==> src/rtl/csa_resolver_pkg.sv <==
// Shared types and helpers for the carry-save resolver: FSM states, default widths,
// the result-width helper and the single-bit full-adder cell used by the ripple slice.
package csa_pkg;

  typedef enum logic [1:0] {
    IDLE    = 2'd0,
    RESOLVE = 2'd1,
    DONE    = 2'd2
  } state_t;

  localparam int DEF_W     = 4;
  localparam int DEF_CHUNK = 1;

  // A carry-save pair of width w resolves into at most w+2 bits.
  function automatic int res_width(input int w);
    return w + 2;
  endfunction

  // Returns {cout, sum}.
  function automatic logic [1:0] full_add(input logic a, input logic b, input logic c);
    return {(a & b) | (a & c) | (b & c), a ^ b ^ c};
  endfunction

endpackage

==> src/rtl/csa_resolver_slice.sv <==
// CHUNK-bit combinational ripple-carry slice built from the package full-adder cell.
module csa_resolve_slice
  import csa_pkg::*;
#(
  parameter int N = DEF_CHUNK
) (
  input  logic [N-1:0] a,
  input  logic [N-1:0] b,
  input  logic         cin,
  output logic [N-1:0] sum,
  output logic         cout
);

  // Ripple the carry through the chunk with a block-local carry variable.
  always_comb begin : ripple
    logic w_c;
    logic [1:0] w_fa;
    w_c  = cin;
    sum  = {N{1'b0}};
    for (int i = 0; i < N; i++) begin
      w_fa   = full_add(a[i], b[i], w_c);
      sum[i] = w_fa[0];
      w_c    = w_fa[1];
    end
    cout = w_c;
  end

endmodule

==> src/rtl/csa_resolver.sv <==
// Multi-cycle carry-save to binary resolver, CHUNK bits per cycle, valid/ready on both sides.
// Optional build macro CSA_RESOLVER_FASTPATH_EN: a zero carry vector skips RESOLVE.
module csa_resolver
  import csa_pkg::*;
#(
  parameter int W     = DEF_W,
  parameter int CHUNK = DEF_CHUNK
) (
  input  logic                      clk,
  input  logic                      rst_n,
  input  logic                      in_valid,
  output logic                      in_ready,
  input  logic [W-1:0]              csa_s,
  input  logic [W-1:0]              csa_co,
  output logic                      out_valid,
  input  logic                      out_ready,
  output logic [res_width(W)-1:0]   out_sum
);

  localparam int             IW       = $clog2(W) + 1;
  localparam logic [IW-1:0]  LAST_IDX = IW'(W - CHUNK);
  localparam logic [IW-1:0]  STEP     = IW'(CHUNK);

  state_t                    r_state;
  state_t                    w_next;
  logic [W-1:0]              r_a;
  logic [W-1:0]              r_b;
  logic                      r_carry;
  logic [IW-1:0]             r_idx;
  logic [res_width(W)-1:0]   r_sum;
  logic [CHUNK-1:0]          w_chunk_sum;
  logic                      w_chunk_cout;
  logic                      w_accept;
  logic                      w_last;
  logic                      w_fast;

  assign w_accept = in_valid && (r_state == IDLE);
  assign w_last   = (r_idx == LAST_IDX);

`ifdef CSA_RESOLVER_FASTPATH_EN
  assign w_fast = (csa_co == {W{1'b0}});
`else
  assign w_fast = 1'b0;
`endif

  csa_resolve_slice #(.N(CHUNK)) u_slice (
    .a    (r_a[r_idx +: CHUNK]),
    .b    (r_b[r_idx +: CHUNK]),
    .cin  (r_carry),
    .sum  (w_chunk_sum),
    .cout (w_chunk_cout)
  );

  // State register.
  always_ff @(posedge clk) begin
    if (!rst_n) begin
      r_state <= IDLE;
    end else begin
      r_state <= w_next;
    end
  end

  // Next-state decode.
  always_comb begin
    w_next = r_state;
    case (r_state)
      IDLE:    if (w_accept) w_next = w_fast ? DONE : RESOLVE; else w_next = IDLE;
      RESOLVE: if (w_last)   w_next = DONE;                    else w_next = RESOLVE;
      DONE:    if (out_ready) w_next = IDLE;                   else w_next = DONE;
      default: w_next = IDLE;
    endcase
  end

  // Operand capture and chunked accumulation; {0,0,csa_s} is already the fast-path result.
  always_ff @(posedge clk) begin
    if (!rst_n) begin
      r_a     <= {W{1'b0}};
      r_b     <= {W{1'b0}};
      r_carry <= 1'b0;
      r_idx   <= {IW{1'b0}};
      r_sum   <= {res_width(W){1'b0}};
    end else begin
      case (r_state)
        IDLE: begin
          if (w_accept) begin
            r_a     <= csa_s >> 1;
            r_b     <= csa_co;
            r_carry <= 1'b0;
            r_idx   <= {IW{1'b0}};
            r_sum   <= {2'b00, csa_s};
          end
        end
        RESOLVE: begin
          r_sum[int'(r_idx) + 1 +: CHUNK] <= w_chunk_sum;
          r_carry                         <= w_chunk_cout;
          r_idx                           <= r_idx + STEP;
          if (w_last) begin
            r_sum[W+1] <= w_chunk_cout;
          end
        end
        default: begin
        end
      endcase
    end
  end

  assign in_ready  = (r_state == IDLE);
  assign out_valid = (r_state == DONE);
  assign out_sum   = r_sum;

endmodule

==> config.mk <==
export PLATFORM = sky130hd
export DESIGN_NAME = csa_resolver
export DESIGN_NICKNAME = d
export VERILOG_FILES = /design/src/rtl/csa_resolver_pkg.sv /design/src/rtl/csa_resolver_slice.sv /design/src/rtl/csa_resolver.sv
export SDC_FILE = /design/constraint.sdc
export NUM_CORES = 1
export LEC_CHECK = 0
export CAP_MARGIN = 20
export CELL_PAD_IN_SITES_DETAIL_PLACEMENT = 2
export CELL_PAD_IN_SITES_GLOBAL_PLACEMENT = 2
export CORE_ASPECT_RATIO = 1.5
export CORE_UTILIZATION = 33
export CTS_CLUSTER_SIZE = 8
export DETAILED_ROUTE_END_ITERATION = 8
export PLACE_DENSITY = 0.93
export SETUP_SLACK_MARGIN = 0.2
export SYNTH_ARGS = -nofsm -noshare
export SYNTH_HDL_FRONTEND = slang
export SYNTH_SLANG_ARGS = --single-unit
==> constraint.sdc <==
create_clock -name clk -period 3.6 [get_ports clk]
set_clock_uncertainty 0.05 [all_clocks]
set_input_delay 0.54 -clock clk [delete_from_list [all_inputs] [get_ports clk]]
set_output_delay 0.54 -clock clk [all_outputs]
set_load 0.1 [all_outputs]
**Yosys cells after proc, flatten, opt, wreduce, memory -nomap -nowiden**

Cells that the tools add are included.

- Equality and inequality tests: 4
- Shift-type cells: 4
- Muxes and demuxes: 12
- Reductions and logical operators: 5
- Bitwise logic cells: 7
- $add $sub $neg: 3

Operators by type and width:

| cell | count |
|---|---|
| negation 4 -> 33 bit | 1 |
| variable shift 1 x 33 -> 6 bit, first input constant | 1 |
| variable part select 1 x 33 -> 6 bit | 1 |
| case mux 6 bit (2 select lines) | 1 |
| variable part select 4 x 4 -> 1 bit | 2 |
| bitwise mux 6 bit | 1 |
| two-way mux 6 bit | 1 |
| case mux 2 bit (3 select lines) | 1 |
| case mux 3 bit (2 select lines) | 1 |
| adder 3 x 1 -> 4 bit, second input constant | 1 |
| two-way mux 2 bit | 2 |
| AND reduction 2 bit | 2 |
| adder 3 x 1 -> 3 bit, second input constant | 1 |
| bitwise AND 1 bit | 3 |
| equality test 3 x 2 -> 1 bit, second input constant | 1 |
| two-way mux 1 bit | 3 |
| two-way mux 3 bit | 1 |
| equality test 2 x 1 -> 1 bit, second input constant | 1 |
| equality test 2 bit, second input constant | 1 |
| zero test 2 bit | 1 |
| inequality test 2 x 1 -> 1 bit, second input constant | 1 |
| bitwise OR 1 bit | 2 |
| case mux 1 bit (2 select lines) | 1 |
| nonzero test 2 bit | 1 |
| other kinds (2) | 3 |

- Input bits: 12
- Bits in registers: 19
- Output and inout port bits: 8
- Word-level logic and storage cells: 41

**Depth between registers and ports, before layout**

Gate-level depths: netlist (run 1).

- Depth after elaboration: 7
- Gate-level depth with buffers: 7
- Mapped depth without buffers: 7

**Hierarchy**

From an unflattened synthesis (run 1), not the netlist that was laid out.

- Cells, all modules: 114
- Area total of the unflattened synthesis: 1037.2 um^2

By module, submodules not included:

| module | cells each | area an instance (um^2) | times used | sequential area each (um^2) |
|---|---|---|---|---|
| csa_resolver | 113 | 1017.2 | 1 | 380.4 |
| csa_resolve_slice | 1 | 20.0 | 1 | 0.0 |

**Worst setup path before layout (run 1)**

No wires, ideal clock.

- Path kind: register -> output
- From: register r_state[0]
- To: output out_valid
- Stages on the path, launching flop included: 3
- Arrival: 1897 ps
- Path slack: 1113 ps
- Data required time: 3010 ps
- Buffers on the path: 1
- Cells stage by stage: dfxtp_1 > buf_2 > nor2b_1

- Word-level cells in the longest chain between the ends: 1

RTL lines:

| element | RTL line | source |
|---|---|---|
| start, declared | csa_resolver.sv:24 | `state_t r_state;` |
| start signal, assigned | csa_resolver.sv:59 | `r_state <= w_next;` |
| equality test 2 bit | csa_resolver.sv:108 | `assign out_valid = (r_state == DONE);` |
| end, declared | csa_resolver.sv:15 | `output logic out_valid,` |

No other way between the ends.

**Worst setup path after layout (run 1)**

- From: register r_idx[0]
- To: register r_sum[1] (netlist: out_sum[1])

- Word-level cells in the longest chain between the ends: 6
- Elaborated cells on any way between the ends: 10
- Those cells by class: add/sub (2); shift (4); mux (2); bitwise (2)

RTL lines:

| element | RTL line | source |
|---|---|---|
| start, declared | csa_resolver.sv:29 | `logic [IW-1:0] r_idx;` |
| start signal, assigned | csa_resolver.sv:80 | `r_idx <= {IW{1'b0}};` |
| start signal, assigned | csa_resolver.sv:89 | `r_idx <= {IW{1'b0}};` |
| start signal, assigned | csa_resolver.sv:96 | `r_idx <= r_idx + STEP;` |
| parallel branches: the longest is 4 deep, another holds negation 4 -> 33 bit | n/a |  |
| bitwise mux 6 bit * | csa_resolver.sv:94 | `r_sum[int'(r_idx) + 1 +: CHUNK] <= w_chunk_sum;` |
| case mux 6 bit (2 select lines) * | csa_resolver.sv:83 | `case (r_state)` |
| end signal, assigned | csa_resolver.sv:81 | `r_sum <= {res_width(W){1'b0}};` |
| end signal, assigned by index | csa_resolver.sv:94 |  |
| end signal, assigned by index | csa_resolver.sv:98 | `r_sum[W+1] <= w_chunk_cout;` |
| end, declared | csa_resolver.sv:30 | `logic [res_width(W)-1:0] r_sum;` |

Every way passes the cells marked *.
A chain may end at the register's enable or synchronous reset.

==> results of run 1 <==
==> sequential cells by signal, indices dropped and copies added, names as in the netlist <==
| signal | flops |
|---|---|
| r_a | 3 |
| r_b | 4 |
| r_carry | 1 |
| r_state | 2 |
| r_idx | 3 |
| out_sum | 6 |
==> report_power, final <==
group	switching [mW]	internal, mW	leakage [nW]	total (mW)
registers	0.0124	0.222	0.156	0.234
clock network	0.0765	0.0771	0.0255	0.154
logic	0.0762	0.0464	0.352	0.123
total	0.165	0.345	0.533	0.510
==> metrics by stage <==
| stage | cell area [µm²] | hold slack (ns) | setup slack [ns] | utilization (%) | power [mW] |
|---|---|---|---|---|---|
| final | 1290 | 0.428 | 0.852 | 43.9 | 0.510 |
| after CTS | 1290 | 0.430 | 0.862 | 43.9 | 0.516 |
| after floorplan | 1030 | 0.404 | 1.11 | - | 0.322 |
| after global routing | 1290 | 0.480 | 0.639 | 43.9 | 0.533 |
| after detailed placement | 1250 | 0.418 | 1.04 | 42.3 | 0.360 |
| after global placement | 1250 | 0.420 | 1.14 | 42.3 | 0.354 |
==> cells by family (layout without fill, tap and decap cells) <==
logic type	after synthesis	count (layout)	share of synthesized area, %
adders and majority gates	6	6	8.02
buffers and inverters	12	31	5.71
AOI/OAI and AO/OA	18	18	13.0
DFF	19	19	36.9
muxes	13	13	14.0
and+or+nand+nor	38	38	22.4
==> critical path: cells and delay by family (launching register included) <==
family / cells / cell delay (ns)
flip-flops: 1 / 0.53
multiplexers: 1 / 0.58
AO/OA/AOI/OAI: 1 / 0.19
AND/OR/NAND/NOR: 3 / 0.80
adder cells (fa/ha/maj): 1 / 0.55
==> final timing paths <==
path,start,to,slack [ns],depth (start not counted)
worst max-delay path,r_idx[0],out_sum[1],0.85,6
worst min-delay path,out_sum[5],out_sum[5],0.43,2
worst max register to register,r_idx[0],out_sum[1],0.85,6
worst min register to register,out_sum[5],out_sum[5],0.43,2
==> per-layer routing <==
metal | up-vias | track usage [%]
li1 | 415 | -
met1 | 438 | 20.9
met2 | 21 | 41.4
met3 | 7 | 2.84
met4 | 0 | 8.02
met5 | - | 0
==> cell type report <==
class                           count  area, µm²  area share, %
Clock buffer                        3       41.3           3.19
Sequential cell                    19        380           29.4
Multi-Input combinational cell     75        596           46.1
Clock inverter                      1       5.00          0.387
Timing Repair Buffer               20        195           15.1
Inverter                            7       26.3           2.03
Tap cell                           39       48.8           3.78
==> layout by cell type (no fill, tap or decap), types with 2 or more instances in the layout <==
cell type	Yosys	final
dfxtp_1	19	19
buf_4	1	2
nand2_1	3	3
a21oi_1	6	6
nand3_1	2	2
clkdlybuf4s50_1	0	18
clkbuf_8	0	3
and2_1	2	2
mux2i_1	11	11
o221a_2	2	2
a22oi_1	3	3
nor3b_1	3	2
nand2b_1	2	2
inv_1	5	5
nor2_1	13	13
ha_1	5	5
nand3b_1	5	5
==> metrics, run 1 <==
Core Box Area=around 3000 µm²; Synthesized Nets=124; Congestion Overflow GR=0; CTS Buf Count=3; Yosys reg bits=19; Post-synth EDFFs=0; dpl cells=160; initial antenna violation count=0; Required @ worst endpoint=about 3.8 ns; Std-Cell Rows=24; Leak=~0.53 nW; met3 wire length=roughly 84 µm; count of clock tree sinks=19; clk_lat worst skew=approximately 0.26 ns; initial detailed-routing violation count=25; top_reg_cell synth=dfxtp_1; routability cong.=0.755; Max FO, Critical Path=9; CP Launch Type=register; Max IR drop VDD=0.000222 V; Residual DRC=0; met2 routed WL=1810 µm; die area=3350 µm²; YS warnings=0; ranking of synthesized cells by area=dfxtp_1, mux2i_1, ha_1; input/output buffers=19; Yosys top cell area share=36.9%; Nets=~140; Die Y=70.4 µm; first-pass GRT wire length=~5000 µm; num ports=20; ratio of cells with drive above 1 in the final layout=between 10 and 15%; max incr delay on CP=0.58 ns; Routed Antenna Nets=0; area delta synth->final=25.5%; Crit. End Element=register; status=complete, no violations; CTS tree=done; area leader, netlist=dfxtp_1; H-tree depth=1; worst-margin pin slew=between 0.9 and 1 ns; Syn Std Cell Area=1030 µm²; part of the Yosys area used for sequential elements=between 30% and 40%; Post-Syn Instances=~110; unrepaired setup endpoints after global routing=no; initial core utilization=35.0%; worst hold-check path type=reg2reg; period utilisation layout=76.3%; Vias/cell=5.37; # diodes=0; CTS root buf=clkbuf_8; post-route insts no fill=~160; fill count=about 350; MaxCap Viol Count=0; P per Cell Area=395 nW/µm²; Resize count post-CTS=0; via count=881; WP data arrival=around 2.9 ns; Metal-1 WL=1050 µm; Hold Vio Cnt, Final=0; Synth cell types=38; chip width=around 48 µm; commonest cells in the netlist=dfxtp_1, nor2_1, mux2i_1, a21oi_1; GRT Total Usage=21.5%; Worst slew margin=35.1%; count leader, synth=dfxtp_1; Fmax=roughly 360 MHz; post-CTS setup repair buffer count=0; Max clock buf depth=2; TNS Setup=0 ns; hold buffers post-CTS=0; DR top layer=met4; Syn Area/Cell=slightly below 10 µm²; Clk pin slew, worst setup/hold paths=0.07 ns; minimum clock period=approximately 2.7 ns; wire per inst=18.3 µm; final wirelength=3010 µm; Slew Limit Fails=0; ys async rst share=0%; CP max stage cell=mux4_2; post-detail-place hpwl=2210 µm; vias in the first global route=1,015; crit path kind=reg2reg; final count of negative-setup-slack endpoints=0; largest net degree at the start of global routing=18; TritonRoute pass-1 iters=3; crit path cell chain=mux4_2 -> and2_1 -> fa_1 -> nor3b_1 -> and4_1 -> o221a_2
Power figures use the tool's default switching activity.
==> run 2: changes to the inputs <==
--- a/config.mk
+++ b/config.mk
@@ -9,10 +9,10 @@
 export CELL_PAD_IN_SITES_DETAIL_PLACEMENT = 2
 export CELL_PAD_IN_SITES_GLOBAL_PLACEMENT = 2
 export CORE_ASPECT_RATIO = 1.5
-export CORE_UTILIZATION = 33
+export CORE_UTILIZATION = 31
 export CTS_CLUSTER_SIZE = 8
 export DETAILED_ROUTE_END_ITERATION = 8
-export PLACE_DENSITY = 0.93
+export PLACE_DENSITY = 0.88
 export SETUP_SLACK_MARGIN = 0.2
 export SYNTH_ARGS = -nofsm -noshare
 export SYNTH_HDL_FRONTEND = slang
==> constraint.sdc (replaced) <==
create_clock -name clk -period 2.8 [get_ports clk]
set_clock_uncertainty 0.05 [all_clocks]
set_input_delay 0.42 -clock clk [delete_from_list [all_inputs] [get_ports clk]]
set_output_delay 0.42 -clock clk [all_outputs]
set_load 0.1 [all_outputs]
==> metrics, run 2 (synthesis gave the netlist of run 1 again) <==
status=complete, no violations; commonest non-fill, non-tap cell in the layout=dfxtp_1; Crit. End Element=register; first-pass GRT wire length=4910 µm (-1.4%); CP Launch Type=register; Die Y=72.6 µm (+3.1%); minimum clock period=2.41 ns (-0.340 ns); chip width=49.1 µm (+3.0%); worst-margin pin slew=0.613 ns (-0.357 ns); Max IR drop VDD=0.000421 V (+90%); P per Cell Area=509 nW/µm² (+29%); post-CTS setup repair buffer count=0 (unchanged); H-tree depth=1 (unchanged); die area=3560 µm² (+6.2%); crit path kind=reg2reg; MaxCap Viol Count=0 (unchanged); Nets=145 (+0.69%); TritonRoute pass-1 iters=4 (+1); area delta synth->final=25.2%; input/output buffers=19 (unchanged); post-detail-place hpwl=2190 µm (-1.1%); TNS Setup=0 ns (unchanged); max reg flops=6 (unchanged); GRT Total Usage=18.2% (-3.4 points); worst hold-check path type=reg2reg; final wirelength=2840 µm (-5.5%); CTS root buf=clkbuf_8; Max FO, Critical Path=4 (-5); count of clock tree sinks=19 (unchanged); final count of negative-setup-slack endpoints=0 (unchanged); Hold Vio Cnt, Final=0 (unchanged); WP data arrival=2.51 ns (-0.40 ns); Slew Limit Fails=0 (unchanged); ratio of cells with drive above 1 in the final layout=17.5% (+7.1 points); Core Box Area=3160 µm² (+7.4%); Std-Cell Rows=25 (+4.2%); Worst slew margin=59.0% (+24 points); Congestion Overflow GR=0 (unchanged); Power Total=0.656 mW (+29%); Routed Antenna Nets=0 (unchanged); # diodes=0 (unchanged); wire per inst=17.1 µm (-6.7%); CTS Buf Count=3 (unchanged); Vias/cell=5.21 (-3.0%); Leak=0.550 nW (+3.3%); Clk pin slew, worst setup/hold paths=0.08 ns (about the same); via count=865 (-1.8%); initial antenna violation count=0 (unchanged); period utilisation layout=86.0% (+9.7 points); hold buffers post-CTS=0 (unchanged); most frequent cells in the layout=dfxtp_1, nor2_1, mux2i_1, clkdlybuf4s50_1, buf_4; routability cong.=0.726 (-3.9%); largest net degree at the start of global routing=18 (unchanged); Required @ worst endpoint=2.90 ns (-0.86 ns); initial core utilization=32.6% (-2.4 points); initial detailed-routing violation count=8 (-68%); clk_lat worst skew=0.26 ns (about the same); num ports=20 (unchanged); unrepaired setup endpoints after global routing=no; Fmax=415 MHz (+14%); Residual DRC=0 (unchanged); CTS tree=done; vias in the first global route=1,032 (+1.7%); Max clock buf depth=2 (unchanged); WHS=0.425 ns (-0.00300 ns)
==> run 2: final timing paths <==
| check | startpoint | to | slack [ns] | depth (start not counted) |
|---|---|---|---|---|
| setup / recovery | r_idx[0] | out_sum[1] | 0.39 | 6 |
| hold / removal | out_sum[5] | out_sum[5] | 0.43 | 2 |
| setup reg to reg | r_idx[0] | out_sum[1] | 0.39 | 6 |
| hold reg to reg | out_sum[5] | out_sum[5] | 0.43 | 2 |
==> run 2: cell type report <==
class / instances / area, µm²
repair buffers: 21 / 185
multi-input cells: 75 / 601
fillers: 357 / 1870
inverters: 7 / 26.3
clock buffers: 4 / 45.0
flip-flops and latches: 19 / 382
well taps: 40 / 50.0
==> run 2: layer usage <==
layer  part of all wire [%]  track usage, %  up-vias
met5                      0               0        -
met4                    1.2            7.84        0
met3                    1.8            2.08        4
met2                     60            36.8       12
met1                     37            17.9      429
li1                       -               -      420
==> run 2: critical path, stage by stage (launching register included) <==
cell and delay, ns:
dfxtp_1 0.38, mux4_2 0.50, and2_1 0.18, fa_1 0.51, nor3b_2 0.20, and4_1 0.21
o221a_2 0.27
==> run 2: power breakdown <==
group	switching (mW)	total [mW]	internal [mW]	leakage (nW)
clock	0.0975	0.199	0.101	0.0228
combinational	0.0991	0.158	0.0593	0.371
sequential	0.0139	0.299	0.285	0.156
==> run 2: metrics by stage <==
step                setup WS [ns]  cell area [µm²]  util, %  std cells
CTS                         0.282             1280     40.6        166
global route                0.247             1290     40.8        166
global placement            0.489             1240     39.2        162
detailed placement          0.236             1240     39.2        162
floorplan                   0.412             1030        -        106
finish                      0.392             1290     40.8        166
==> run 2: timing repair <==
item,in CTS,in global routing
endpoints found under the setup margin,1,2
hold endpoints to repair,0,0
gates resized for setup,1,1
==> run 3: changes to the inputs <==
--- a/config.mk
+++ b/config.mk
@@ -9,10 +9,11 @@
 export CELL_PAD_IN_SITES_DETAIL_PLACEMENT = 2
 export CELL_PAD_IN_SITES_GLOBAL_PLACEMENT = 2
 export CORE_ASPECT_RATIO = 1.5
-export CORE_UTILIZATION = 31
+export CORE_UTILIZATION = 37
 export CTS_CLUSTER_SIZE = 8
 export DETAILED_ROUTE_END_ITERATION = 8
-export PLACE_DENSITY = 0.88
+export DONT_BUFFER_PORTS = 1
+export PLACE_DENSITY = 0.86
 export SETUP_SLACK_MARGIN = 0.2
 export SYNTH_ARGS = -nofsm -noshare
 export SYNTH_HDL_FRONTEND = slang
==> constraint.sdc (replaced) <==
create_clock -name clk -period 2.6 [get_ports clk]
set_clock_uncertainty 0.05 [all_clocks]
set_input_delay 0.39 -clock clk [delete_from_list [all_inputs] [get_ports clk]]
set_output_delay 0.39 -clock clk [all_outputs]
set_load 0.1 [all_outputs]
==> metrics, run 3 (synthesis gave the netlist of run 1 again) <==
commonest non-fill, non-tap cell in the layout=dfxtp_1; hold buffers post-CTS=0 (unchanged); final count of negative-setup-slack endpoints=0 (unchanged); Vias/cell=5.57 (+6.8%); H-tree depth=1 (unchanged); final wirelength=2780 µm (-2.3%); max reg flops=6 (unchanged); routability cong.=0.809 (+12%); num ports=20 (unchanged); count of clock tree sinks=19 (unchanged); pre-CTS WS=0.235 ns (-0.00122 ns); area delta synth->final=15.1%; area post-placement=1110 µm² (-11%); CTS Buf Count=3 (unchanged); Residual DRC=0 (unchanged); vias in the first global route=955 (-7.5%); Max IR drop VDD=0.000346 V (-18%); GRT Total Usage=22.0% (+3.9 points); Max FO, Critical Path=3 (-1); Max clock buf depth=2 (unchanged); period utilisation layout=88.1% (+2.1 points); # diodes=0 (unchanged); TNS Setup=0 ns (unchanged); wire per inst=18.5 µm (+8.2%); MaxCap Viol Count=0 (unchanged); WHS=0.208 ns (-0.218 ns); Crit. End Element=register; initial detailed-routing violation count=8 (unchanged); clk_lat worst skew=0.27 ns (about the same); CTS root buf=clkbuf_8; most frequent cells in the layout=dfxtp_1, nor2_1, mux2i_1; Required @ worst endpoint=2.74 ns (-0.16 ns); TritonRoute pass-1 iters=4 (unchanged); CP Launch Type=register; largest net degree at the start of global routing=18 (unchanged); Routed Antenna Nets=0 (unchanged); Hold Vio Cnt, Final=0 (unchanged); die area=3000 µm² (-16%); WP data arrival=2.43 ns (-0.08 ns); Die Y=66.6 µm (-8.2%); Nets=132 (-9.0%); worst-margin pin slew=0.969 ns (+0.356 ns); Worst slew margin=35.3% (-24 points); ratio of cells with drive above 1 in the final layout=23.0% (+5.5 points); input/output buffers=0 (-19); status=complete, no violations; worst hold-check path type=in2reg; crit path kind=reg2reg; post-detail-place hpwl=1970 µm (-9.9%); via count=835 (-3.5%); first-pass GRT wire length=4550 µm (-7.4%); Leak=0.498 nW (-9.6%); Fmax=436 MHz (+5.1%); CTS tree=done; chip width=45.1 µm (-8.1%); P per Cell Area=584 nW/µm² (+15%); Congestion Overflow GR=0 (unchanged); Std-Cell Rows=23 (-8.0%); Core Box Area=2650 µm² (-16%); Slew Limit Fails=0 (unchanged); Post-Layout Inst Area=1180 µm² (-8.1%); initial core utilization=38.9% (+6.3 points); unrepaired setup endpoints after global routing=no; initial antenna violation count=0 (unchanged); minimum clock period=2.29 ns (-0.116 ns); Clk pin slew, worst setup/hold paths=0.07 ns (about the same); Final WS setup=0.308 ns (-0.0837 ns)
## run 3: power by group
part / total [mW] / switching [mW] / internal [mW] / leakage [nW]
registers: 0.359 / 0.0517 / 0.307 / 0.156
clock network: 0.215 / 0.108 / 0.107 / 0.0255
logic: 0.119 / 0.0687 / 0.0502 / 0.316
total: 0.692 / 0.228 / 0.464 / 0.498
## run 3: layer usage
metal	up-vias	part of all wire, %	track usage [%]
met3	7	2.7	2.98
met1	415	38	23.2
met5	-	0	0
li1	395	-	-
met2	18	56	39.1
met4	0	3.2	14.0
## run 3: metrics by stage
step	utilization [%]	instances	total power, mW
finish	44.8	150	0.692
global route	44.8	150	0.724
CTS	43.7	149	0.692
detailed placement	41.8	145	0.473
global placement	41.8	145	0.466
floorplan	-	106	0.446
## run 3: path summary, 6_finish.rpt
| check | endpoint | slack, ns | from | depth (start not counted) |
|---|---|---|---|---|
| min reg2reg | r_a[1] | 0.45 | r_a[1] | 2 |
| max | out_sum[4] | 0.31 | r_idx[0] | 6 |
| min | out_sum[1] | 0.21 | rst_n | 1 |
| max reg2reg | out_sum[4] | 0.31 | r_idx[0] | 6 |
## run 3: what timing repair did
item                                    in CTS  in global routing
endpoints found under the setup margin       1                  3
pin swaps                                    0                  3
gates resized for setup                      1                  5
setup buffers                                0                  1
## run 3: final cells by class
class / instances / area [µm²]
flip-flops and latches: 19 / 382
clock inverters: 1 / 5.00
well taps: 37 / 46.3
multi-input cells: 75 / 624
repair buffers: 8 / 60.1
inverters: 7 / 26.3
clock buffers: 3 / 41.3
fillers: 292 / 1460
## run 3: worst max-delay path: stages (launching register included)
cell     delay, ns
dfxtp_2       0.34
mux4_2        0.48
and2_1        0.18
fa_2          0.56
nand2_1       0.06
or4_1         0.42
a21oi_2       0.12
